==> src/rtl/local_hist_predictor_pkg.sv <==
// Shared constants, state encoding and helper functions for local_hist_predictor.
// Supplies a default `ADDR_WIDTH when the build does not define one.
`ifndef ADDR_WIDTH
`define ADDR_WIDTH 32
`endif

package pred_pkg;

    localparam int ADDR_W        = `ADDR_WIDTH;
    localparam int CNT_WIDTH_DEF = 2;

    typedef enum logic {
        ST_INIT = 1'b0,
        ST_RUN  = 1'b1
    } pred_state_e;

    // Weakly-not-taken: the largest value whose MSB is still 0.
    function automatic logic [31:0] wnt(input int unsigned width);
        return (width <= 1) ? 32'd0 : ((32'd1 << (width - 1)) - 32'd1);
    endfunction

    // Branch PCs are word aligned, so the two LSBs carry no information.
    function automatic logic [ADDR_W-1:0] pc_to_idx(input logic [ADDR_W-1:0] pc,
                                                   input int unsigned     idx_bits);
        return (pc >> 2) & ((ADDR_W'(1) << idx_bits) - ADDR_W'(1));
    endfunction

    function automatic logic [31:0] sat_update(input logic [31:0]   cnt,
                                               input logic          taken,
                                               input int unsigned   width = CNT_WIDTH_DEF);
        logic [31:0] max_v;
        max_v = (width >= 32) ? 32'hFFFF_FFFF : ((32'd1 << width) - 32'd1);
        if (taken)
            return (cnt == max_v) ? cnt : cnt + 32'd1;
        return (cnt == 32'd0) ? cnt : cnt - 32'd1;
    endfunction

endpackage

==> src/rtl/local_hist_predictor_pht_bank.sv <==
// Pattern history table: one lookup read port and one write port shared between the
// init sweep and commit-time saturating updates. Reads return pre-write contents.
module pred_pht_bank
    import pred_pkg::*;
#(
    parameter int ADDR_BITS = 10,
    parameter int CNT_WIDTH = 2
) (
    input  logic                 clk,
    input  logic                 i_sweep_en,
    input  logic [ADDR_BITS-1:0] i_sweep_addr,
    input  logic                 i_upd_en,
    input  logic [ADDR_BITS-1:0] i_upd_addr,
    input  logic                 i_upd_taken,
    input  logic [ADDR_BITS-1:0] i_rd_addr,
    output logic [CNT_WIDTH-1:0] o_rd_cnt
);

    localparam logic [CNT_WIDTH-1:0] WNT = CNT_WIDTH'(wnt(CNT_WIDTH));

    logic [CNT_WIDTH-1:0] r_pht [2**ADDR_BITS];

    logic                 w_wr_en;
    logic [ADDR_BITS-1:0] w_wr_addr;
    logic [CNT_WIDTH-1:0] w_wr_data;

    // Sweep and update never coincide (the FSM only sweeps in INIT), so the sweep simply wins.
    always_comb begin
        w_wr_en   = i_sweep_en | i_upd_en;
        w_wr_addr = i_sweep_en ? i_sweep_addr : i_upd_addr;
        w_wr_data = i_sweep_en ? WNT
                  : CNT_WIDTH'(sat_update(32'(r_pht[i_upd_addr]), i_upd_taken, CNT_WIDTH));
    end

    always_ff @(posedge clk) begin
        if (w_wr_en)
            r_pht[w_wr_addr] <= w_wr_data;
    end

    assign o_rd_cnt = r_pht[i_rd_addr];

endmodule

==> src/rtl/local_hist_predictor.sv <==
// Two-level local-history branch predictor: per-PC history table feeding a PHT of counters.
// Optional build macro PRED_STATS_EN adds lookup/mispredict statistics counters.
module local_hist_predictor
    import pred_pkg::*;
#(
    parameter  int IDX_BITS   = 6,
    parameter  int HIST_WIDTH = 4,
    parameter  int CNT_WIDTH  = 2,
    localparam int PHT_DEPTH  = 2**(IDX_BITS+HIST_WIDTH)
) (
    input  logic              clk,
    input  logic              rst_in,
    input  logic              rdy_in,
    input  logic              if2pred_en,
    input  logic [ADDR_W-1:0] if2pred_pc,
    output logic              pred2if_valid,
    output logic              pred2if_taken,
    output logic              pred_ready,
    input  logic              rob2pred_en,
    input  logic [ADDR_W-1:0] rob2pred_pc,
    input  logic              rob2pred_taken,
    input  logic              rob2pred_mispredict
`ifdef PRED_STATS_EN
    ,
    output logic [31:0]       pred_lookup_cnt,
    output logic [31:0]       pred_mispred_cnt
`endif
);

    localparam int PTR_W     = IDX_BITS + HIST_WIDTH;
    localparam int BHT_DEPTH = 2**IDX_BITS;

    pred_state_e          r_state;
    pred_state_e          w_state_next;
    logic [PTR_W-1:0]     r_sweep_ptr;
    logic                 w_sweep_en;
    logic                 w_sweep_last;
    logic                 w_lookup_acc;
    logic                 w_update_acc;

    logic [HIST_WIDTH-1:0] r_bht [BHT_DEPTH];
    logic [IDX_BITS-1:0]   w_lk_idx;
    logic [IDX_BITS-1:0]   w_up_idx;
    logic [HIST_WIDTH-1:0] w_lk_hist;
    logic [HIST_WIDTH-1:0] w_up_hist;
    logic [HIST_WIDTH:0]   w_hist_shift;
    logic [CNT_WIDTH-1:0]  w_rd_cnt;

    // ---------------- FSM ----------------
    always_ff @(posedge clk) begin
        if (rst_in)
            r_state <= ST_INIT;
        else
            r_state <= w_state_next;
    end

    always_comb begin
        w_state_next = r_state;
        if (r_state == ST_INIT && rdy_in && w_sweep_last)
            w_state_next = ST_RUN;
    end

    always_comb begin
        pred_ready   = (r_state == ST_RUN);
        w_sweep_en   = !rst_in && rdy_in && (r_state == ST_INIT);
        w_lookup_acc = !rst_in && rdy_in && (r_state == ST_RUN) && if2pred_en;
        w_update_acc = !rst_in && rdy_in && (r_state == ST_RUN) && rob2pred_en;
    end

    assign w_sweep_last = (r_sweep_ptr == PTR_W'(PHT_DEPTH - 1));

    always_ff @(posedge clk) begin
        if (rst_in)
            r_sweep_ptr <= '0;
        else if (w_sweep_en)
            r_sweep_ptr <= r_sweep_ptr + 1'b1;
    end

    // ---------------- BHT ----------------
    assign w_lk_idx  = IDX_BITS'(pc_to_idx(if2pred_pc, IDX_BITS));
    assign w_up_idx  = IDX_BITS'(pc_to_idx(rob2pred_pc, IDX_BITS));
    assign w_lk_hist = r_bht[w_lk_idx];
    assign w_up_hist = r_bht[w_up_idx];
    // Shifting through a one-bit-wider vector also covers HIST_WIDTH == 1.
    assign w_hist_shift = {w_up_hist, rob2pred_taken};

    always_ff @(posedge clk) begin
        if (w_sweep_en && (r_sweep_ptr < PTR_W'(BHT_DEPTH)))
            r_bht[r_sweep_ptr[IDX_BITS-1:0]] <= '0;
        else if (w_update_acc)
            r_bht[w_up_idx] <= w_hist_shift[HIST_WIDTH-1:0];
    end

    // ---------------- PHT ----------------
    pred_pht_bank #(
        .ADDR_BITS (PTR_W),
        .CNT_WIDTH (CNT_WIDTH)
    ) u_pht (
        .clk          (clk),
        .i_sweep_en   (w_sweep_en),
        .i_sweep_addr (r_sweep_ptr),
        .i_upd_en     (w_update_acc),
        .i_upd_addr   ({w_up_idx, w_up_hist}),
        .i_upd_taken  (rob2pred_taken),
        .i_rd_addr    ({w_lk_idx, w_lk_hist}),
        .o_rd_cnt     (w_rd_cnt)
    );

    // ---------------- Lookup result ----------------
    always_ff @(posedge clk) begin
        if (rst_in) begin
            pred2if_valid <= 1'b0;
            pred2if_taken <= 1'b0;
        end else if (rdy_in) begin
            pred2if_valid <= w_lookup_acc;
            if (w_lookup_acc)
                pred2if_taken <= w_rd_cnt[CNT_WIDTH-1];
        end
    end

`ifdef PRED_STATS_EN
    always_ff @(posedge clk) begin
        if (rst_in) begin
            pred_lookup_cnt  <= '0;
            pred_mispred_cnt <= '0;
        end else begin
            if (w_lookup_acc && pred_lookup_cnt != 32'hFFFF_FFFF)
                pred_lookup_cnt <= pred_lookup_cnt + 32'd1;
            if (w_update_acc && rob2pred_mispredict && pred_mispred_cnt != 32'hFFFF_FFFF)
                pred_mispred_cnt <= pred_mispred_cnt + 32'd1;
        end
    end
`else
    logic w_unused_mispredict;
    assign w_unused_mispredict = rob2pred_mispredict;
`endif

endmodule

==> config.mk <==
export PLATFORM = sky130hd
export DESIGN_NAME = local_hist_predictor
export DESIGN_NICKNAME = d
export VERILOG_FILES = /design/src/rtl/local_hist_predictor_pkg.sv /design/src/rtl/local_hist_predictor_pht_bank.sv /design/src/rtl/local_hist_predictor.sv
export SDC_FILE = /design/constraint.sdc
export NUM_CORES = 2
export LEC_CHECK = 0
export BUFFER_PORTS_ARGS = -buffer_cell sky130_fd_sc_hd__buf_2
export CORE_ASPECT_RATIO = 1.75
export CORE_MARGIN = 3
export CORE_UTILIZATION = 49
export CTS_CLUSTER_DIAMETER = 100
export CTS_CLUSTER_SIZE = 28
export DETAILED_ROUTE_END_ITERATION = 6
export PLACE_DENSITY = 0.62
export SLEW_MARGIN = 0
export SYNTH_ARGS = -nofsm -noshare
export SYNTH_HDL_FRONTEND = slang
export SYNTH_HIERARCHICAL = 1
export SYNTH_SLANG_ARGS = --single-unit
==> constraint.sdc <==
create_clock -name clk -period 49.1 [get_ports clk]
set_input_delay 7.365 -clock clk [delete_from_list [all_inputs] [get_ports clk]]
set_output_delay 7.365 -clock clk [all_outputs]
set_load 0.05 [all_outputs]
Word-level counts from Yosys, hierarchy flattened --
Memories as Yosys holds them, arrays and structs flattened. A register that Yosys moved wholly into a read port is not among the register bits. Cells that the tools add are included.
Word-level totals: RAM bits 2304, logic and storage cells 42, bits in read-only memories 0, register bits after elaboration 12, bits of input ports 71, bits in latches 0, output and inout bits 3, memories kept 2
Memory list:
- u_pht.r_pht | depth 1024, bits a word 2, rd ports 2, clocked after memory_dff 1, write ports 1, line local_hist_predictor_pht_bank.sv:21 | logic [CNT_WIDTH-1:0] r_pht [2**ADDR_BITS];
- r_bht | depth 64, bits a word 4, rd ports 2, clocked after memory_dff 0, write ports 1, line local_hist_predictor.sv:41 | logic [HIST_WIDTH-1:0] r_bht [BHT_DEPTH];
Cells by class: shifts and indexed selects 0, $lt $le $gt $ge 1, bitwise logic cells 2, eq/ne operators 2, divide/modulo/power cells 0, muxes and demuxes 17, reduce and logical (&&, ||, !) cells 12, add/subtract/negate cells 3, $mul 0
Operators by type and width (number):
- adder 10 x 1 -> 10 bit (second input constant) | 1
- == test 10 bit (second input constant) | 1
- < comparator 10 x 7 -> 1 bit (second input constant) | 1
- two-way mux 10 bit | 1
- two-way mux 2 bit | 5
- two-way mux 1 bit | 9
- logical AND 1 bit | 8
- two-way mux 6 bit | 1
- two-way mux 4 bit | 1
- OR reduction 4 bit | 1
- adder 2 x 1 -> 2 bit (second input constant) | 1
- == test 2 bit (second input constant) | 1
- zero test 2 bit | 1
- AND reduction 2 bit | 1
- subtractor 2 x 1 -> 2 bit (second input constant) | 1
- zero test 1 bit | 1
- NOT 1 bit | 1
- bitwise OR 1 bit | 1

Logic depth before layout (Yosys ltp) --
word-level depth 9, mapped depth 25, depth with buffers taken out 15

Modules after synthesis --
The synthesis kept the hierarchy.
Modules (own cells, without submodules):
- pred_pht_bank | cells an instance 5666, instances 1, sequential area each 61499.0 sq um, area each 99887.0 sq um
- local_hist_predictor | cells an instance 768, instances 1, sequential area each 7947.6 sq um, area each 12985.0 sq um

Least setup slack after synthesis --
No wires, ideal clock.
path type input -> register, from input rob2pred_pc[2], to memory u_pht.r_pht[0][1], data pin, setup time 5.676 ns, cell stages on the path 17, path slack 4.877 ns, arrival 38.547 ns, cells stage by stage buf_2 > mux4_2 > mux4_2 > mux2i_1 > a32oi_1 > buf_2 > buf_2 > inv_2 > buf_1 > clkbuf_1 > clkbuf_1 > a211oi_1 > a2111o_1 > a31oi_1 > a2bb2oi_1 > o21ai_0 > a21oi_1
Between the ends: cells in the longest elaborated chain, start to end 7, elaborated cells on any way between the ends 11, those cells by class add/sub (2); eq/ne (1); mux (5); reduce/logical (1); memory (2)
RTL lines:
- start: declaration | line local_hist_predictor.sv:20 | input logic [ADDR_W-1:0] rob2pred_pc,
- memory read (64 x 4 bit) *
- via w_up_hist[2] | line local_hist_predictor.sv:45 | logic [HIST_WIDTH-1:0] w_up_hist;
- memory read (1024 x 2 bit) *
- adder 2 x 1 -> 2 bit or == test 2 bit (tied branches) | line local_hist_predictor_pkg.sv:34 | return (cnt == max_v) ? cnt : cnt + 32'd1;
- two-way mux 2 bit | line local_hist_predictor_pkg.sv:34
- two-way mux 2 bit | line local_hist_predictor_pkg.sv:33 | if (taken)
- two-way mux 2 bit * | line local_hist_predictor_pkg.sv:35 | return (cnt == 32'd0) ? cnt : cnt - 32'd1;
- two-way mux 2 bit * | line local_hist_predictor_pht_bank.sv:31 | w_wr_data = i_sweep_en ? WNT
- via u_pht.w_wr_data[1] | line local_hist_predictor_pht_bank.sv:25 | logic [CNT_WIDTH-1:0] w_wr_data;
- end: declaration | line local_hist_predictor_pht_bank.sv:21
The timed path passes the listed nets; every way through them passes the cells marked *. The select of a mux whose other input is x is not followed.

Worst setup path after layout --
from input rob2pred_pc[3], to memory u_pht.r_pht[575][1], data pin
The elaborated chain is that of the path after synthesis.

==> results.md <==
- Status: finished, final reports clean
- Cell Pwr Density: 33.1 nW/um^2
- CP dominant cell by count: buf_4
- Max_cap viols: 0
- Drt via density: 6.97
- WL final: 329000 um
- Final Max Slew Viols: 0
- P_int: 0.00275 W
- Final GP Congestion: 0.857
- Syn_nets: 6162
- Initial Utilization: 0.494
- Final Total Pwr: 0.00365 W
- CP arrival: 19.59 ns
- GRT Resource Usage Total: 0.298
- Die extent in x: 356 um
- Flop pwr share: 0.616
- CTS Buf Count: 92
- Slowest stage delay, CP: 0.98 ns
- CTS tree: yes
- Least-Margin Pin Slew: 1.40 ns
- CTS root buffer: clkbuf_16
- Drc violations: 0
- Max Clock Freq: 0.0521 GHz
- RSZ-0062 raised after global routing: no
- Fin nets: 5847
- Clock Power Share: 0.258
- Post-route setup slack: 29.92 ns
- Ratio of final minimum period to clock period: 0.391
- Crit-path slowest cell: buf_4
- Drt initial violations: 7721
- Port Buffers: 20
- Final min period: 19.18 ns
- Clock-pin slew on the worst setup and hold paths: 0.12 ns
- CORE AREA: 213000 sq um
- DIE AREA: 220000 sq um
- Clk sinks: 2317
- VDD IR max: 0.0313 mV
- DP HPWL: 195000 um
- Rows: 224
- Pleak: 32.3 nW
- Gr ovfl total: 0
- Hold Path Class: register to register
- NetSw: 0.000895 W
- Worst Skew: 0.0448 ns
- Vias in the first global route: 61800
- H-tree levels: 3
- Relative slew slack: 0.0684
- Switching share of power: 0.245
- Synth Instances: 6090
- Pre-CTS WS: 29.27 ns
- Share of cells above drive strength 1: 0.230
- Syn-to-layout area delta: 4.73%
- Mapped cell area: 105000 sq um
- Crit Path Max Fanout: 117
- Largest net degree at the start of global routing: 275
- Post-CTS setup buffer count: 0
- Syn avg cell area: 17.3 sq um
- Via count: 60100
- Clk Latency, worst-skew pair: 0.79 ns
- Critical path capture point type: register
- Top Ports: 74
- Hold buffer count at CTS: 0
- WL/cell: 38.2 um
- First-pass GRT wire length: 460000 um
- Die Ht: 619 um
- Startpoint types: primary input
- Count of final setup violators: 0
- Kind of critical path: primary input to register
- Post-CTS Resized: 0
- Combinational Power Share: 0.126
- Initial antenna violation count: 11
- Req. time, crit path: 49.52 ns
- Clock tree buffer depth: 3
- Fin Setup TNS: 0 ns
- Antenna-violating nets left: 0
- Yosys warns: 6
- Drt pass-1 iters: 6
- Fin. Hold Viols: 0
-- power by group through the flow --
stage          clock network (W)  registers (W)  logic, W
2_1_floorplan                  0        0.00243  0.000286
3_3_place_gp                   0        0.00229  0.000452
3_5_place_dp                   0        0.00229  0.000458
4_1_cts                 0.000957        0.00225  0.000459
5_1_grt                  0.00102        0.00225  0.000477
6_report                0.000942        0.00225  0.000459
-- sequential cells by signal, indices dropped and copies added (netlist names) --
| signal | flops |
|---|---|
| u_pht/r_pht | 2048 |
| pred2if_valid | 1 |
| pred_ready | 1 |
| pred2if_taken | 1 |
| r_sweep_ptr | 10 |
| r_bht | 256 |
-- final timing paths --
path,from,end,slack (ns),cells after the start
hold / removal,pred2if_valid,pred2if_valid,0.48,2
setup / recovery,rob2pred_pc[3],u_pht/r_pht[575][1],29.92,25
setup reg to reg,r_bht[41][0],u_pht/r_pht[575][1],37.49,22
hold reg to reg,pred2if_valid,pred2if_valid,0.48,2
-- metrics by stage --
stage | hold slack [ns] | cell area, sq um | cells | utilization
after floorplan | 0.509 | 105000 | 6090 | -
after global routing | 0.505 | 110000 | 8616 | 0.517
final | 0.478 | 110000 | 8621 | 0.517
after global placement | 0.459 | 108000 | 8506 | 0.505
after CTS | 0.485 | 110000 | 8613 | 0.517
after detailed placement | 0.466 | 108000 | 8506 | 0.505
-- area by class of cell --
class / count / area (sq um)
antenna: 8 / 20.0
clock buffer: 106 / 2460
clock inverter: 1 / 8.76
fill: 17200 / 103000
inverter: 14 / 57.6
multi-input combinational: 3163 / 33100
sequential: 2317 / 69400
tap: 2825 / 3530
timing repair buffer: 187 / 1510
-- critical path: cells and delay by family --
family	cells	cell delay [ns]
AND/OR/NAND/NOR	3	0.60
multiplexers	2	0.67
AO/OA/AOI/OAI	9	3.10
buffers and inverters	11	7.25
-- layout by cell type, fill, tap and decap left out, types with 7 or more instances in the layout --
master and instances:
a2111oi_0 14, a221oi_1 10, nand2_2 16, buf_2 14, mux2i_1 166, or2_2 7, a211oi_1 35, or3_2 12
diode_2 8, clkbuf_16 97, a21oi_1 85, mux4_2 953, nor3_1 49, nor2b_1 45, a22oi_1 70, nand3_1 48
o22ai_1 31, a22o_1 10, nor4_1 9, nand4_1 9, a311oi_1 8, edfxtp_1 2304, nand2b_1 12, a31oi_1 21
mux2_2 19, clkbuf_1 9, o21ai_0 38, and2_1 8, dfxtp_1 13, o31ai_1 7, nor2_1 1133, and3_1 7
o21ai_1 8, inv_1 8, o221ai_1 31, or3_1 7, nand2_1 192, buf_4 161, buf_12 10
-- per-layer routing --
metal / up-vias / global-route usage / wire length, um
li1: 23600 / - / -
met1: 32400 / 0.356 / 111000
met3: 848 / 0.0400 / 25300
met5: - / 0 / 11
met2: 3246 / 0.514 / 169000
met4: 2 / 0.184 / 24600
Power figures use the tool's default switching activity.
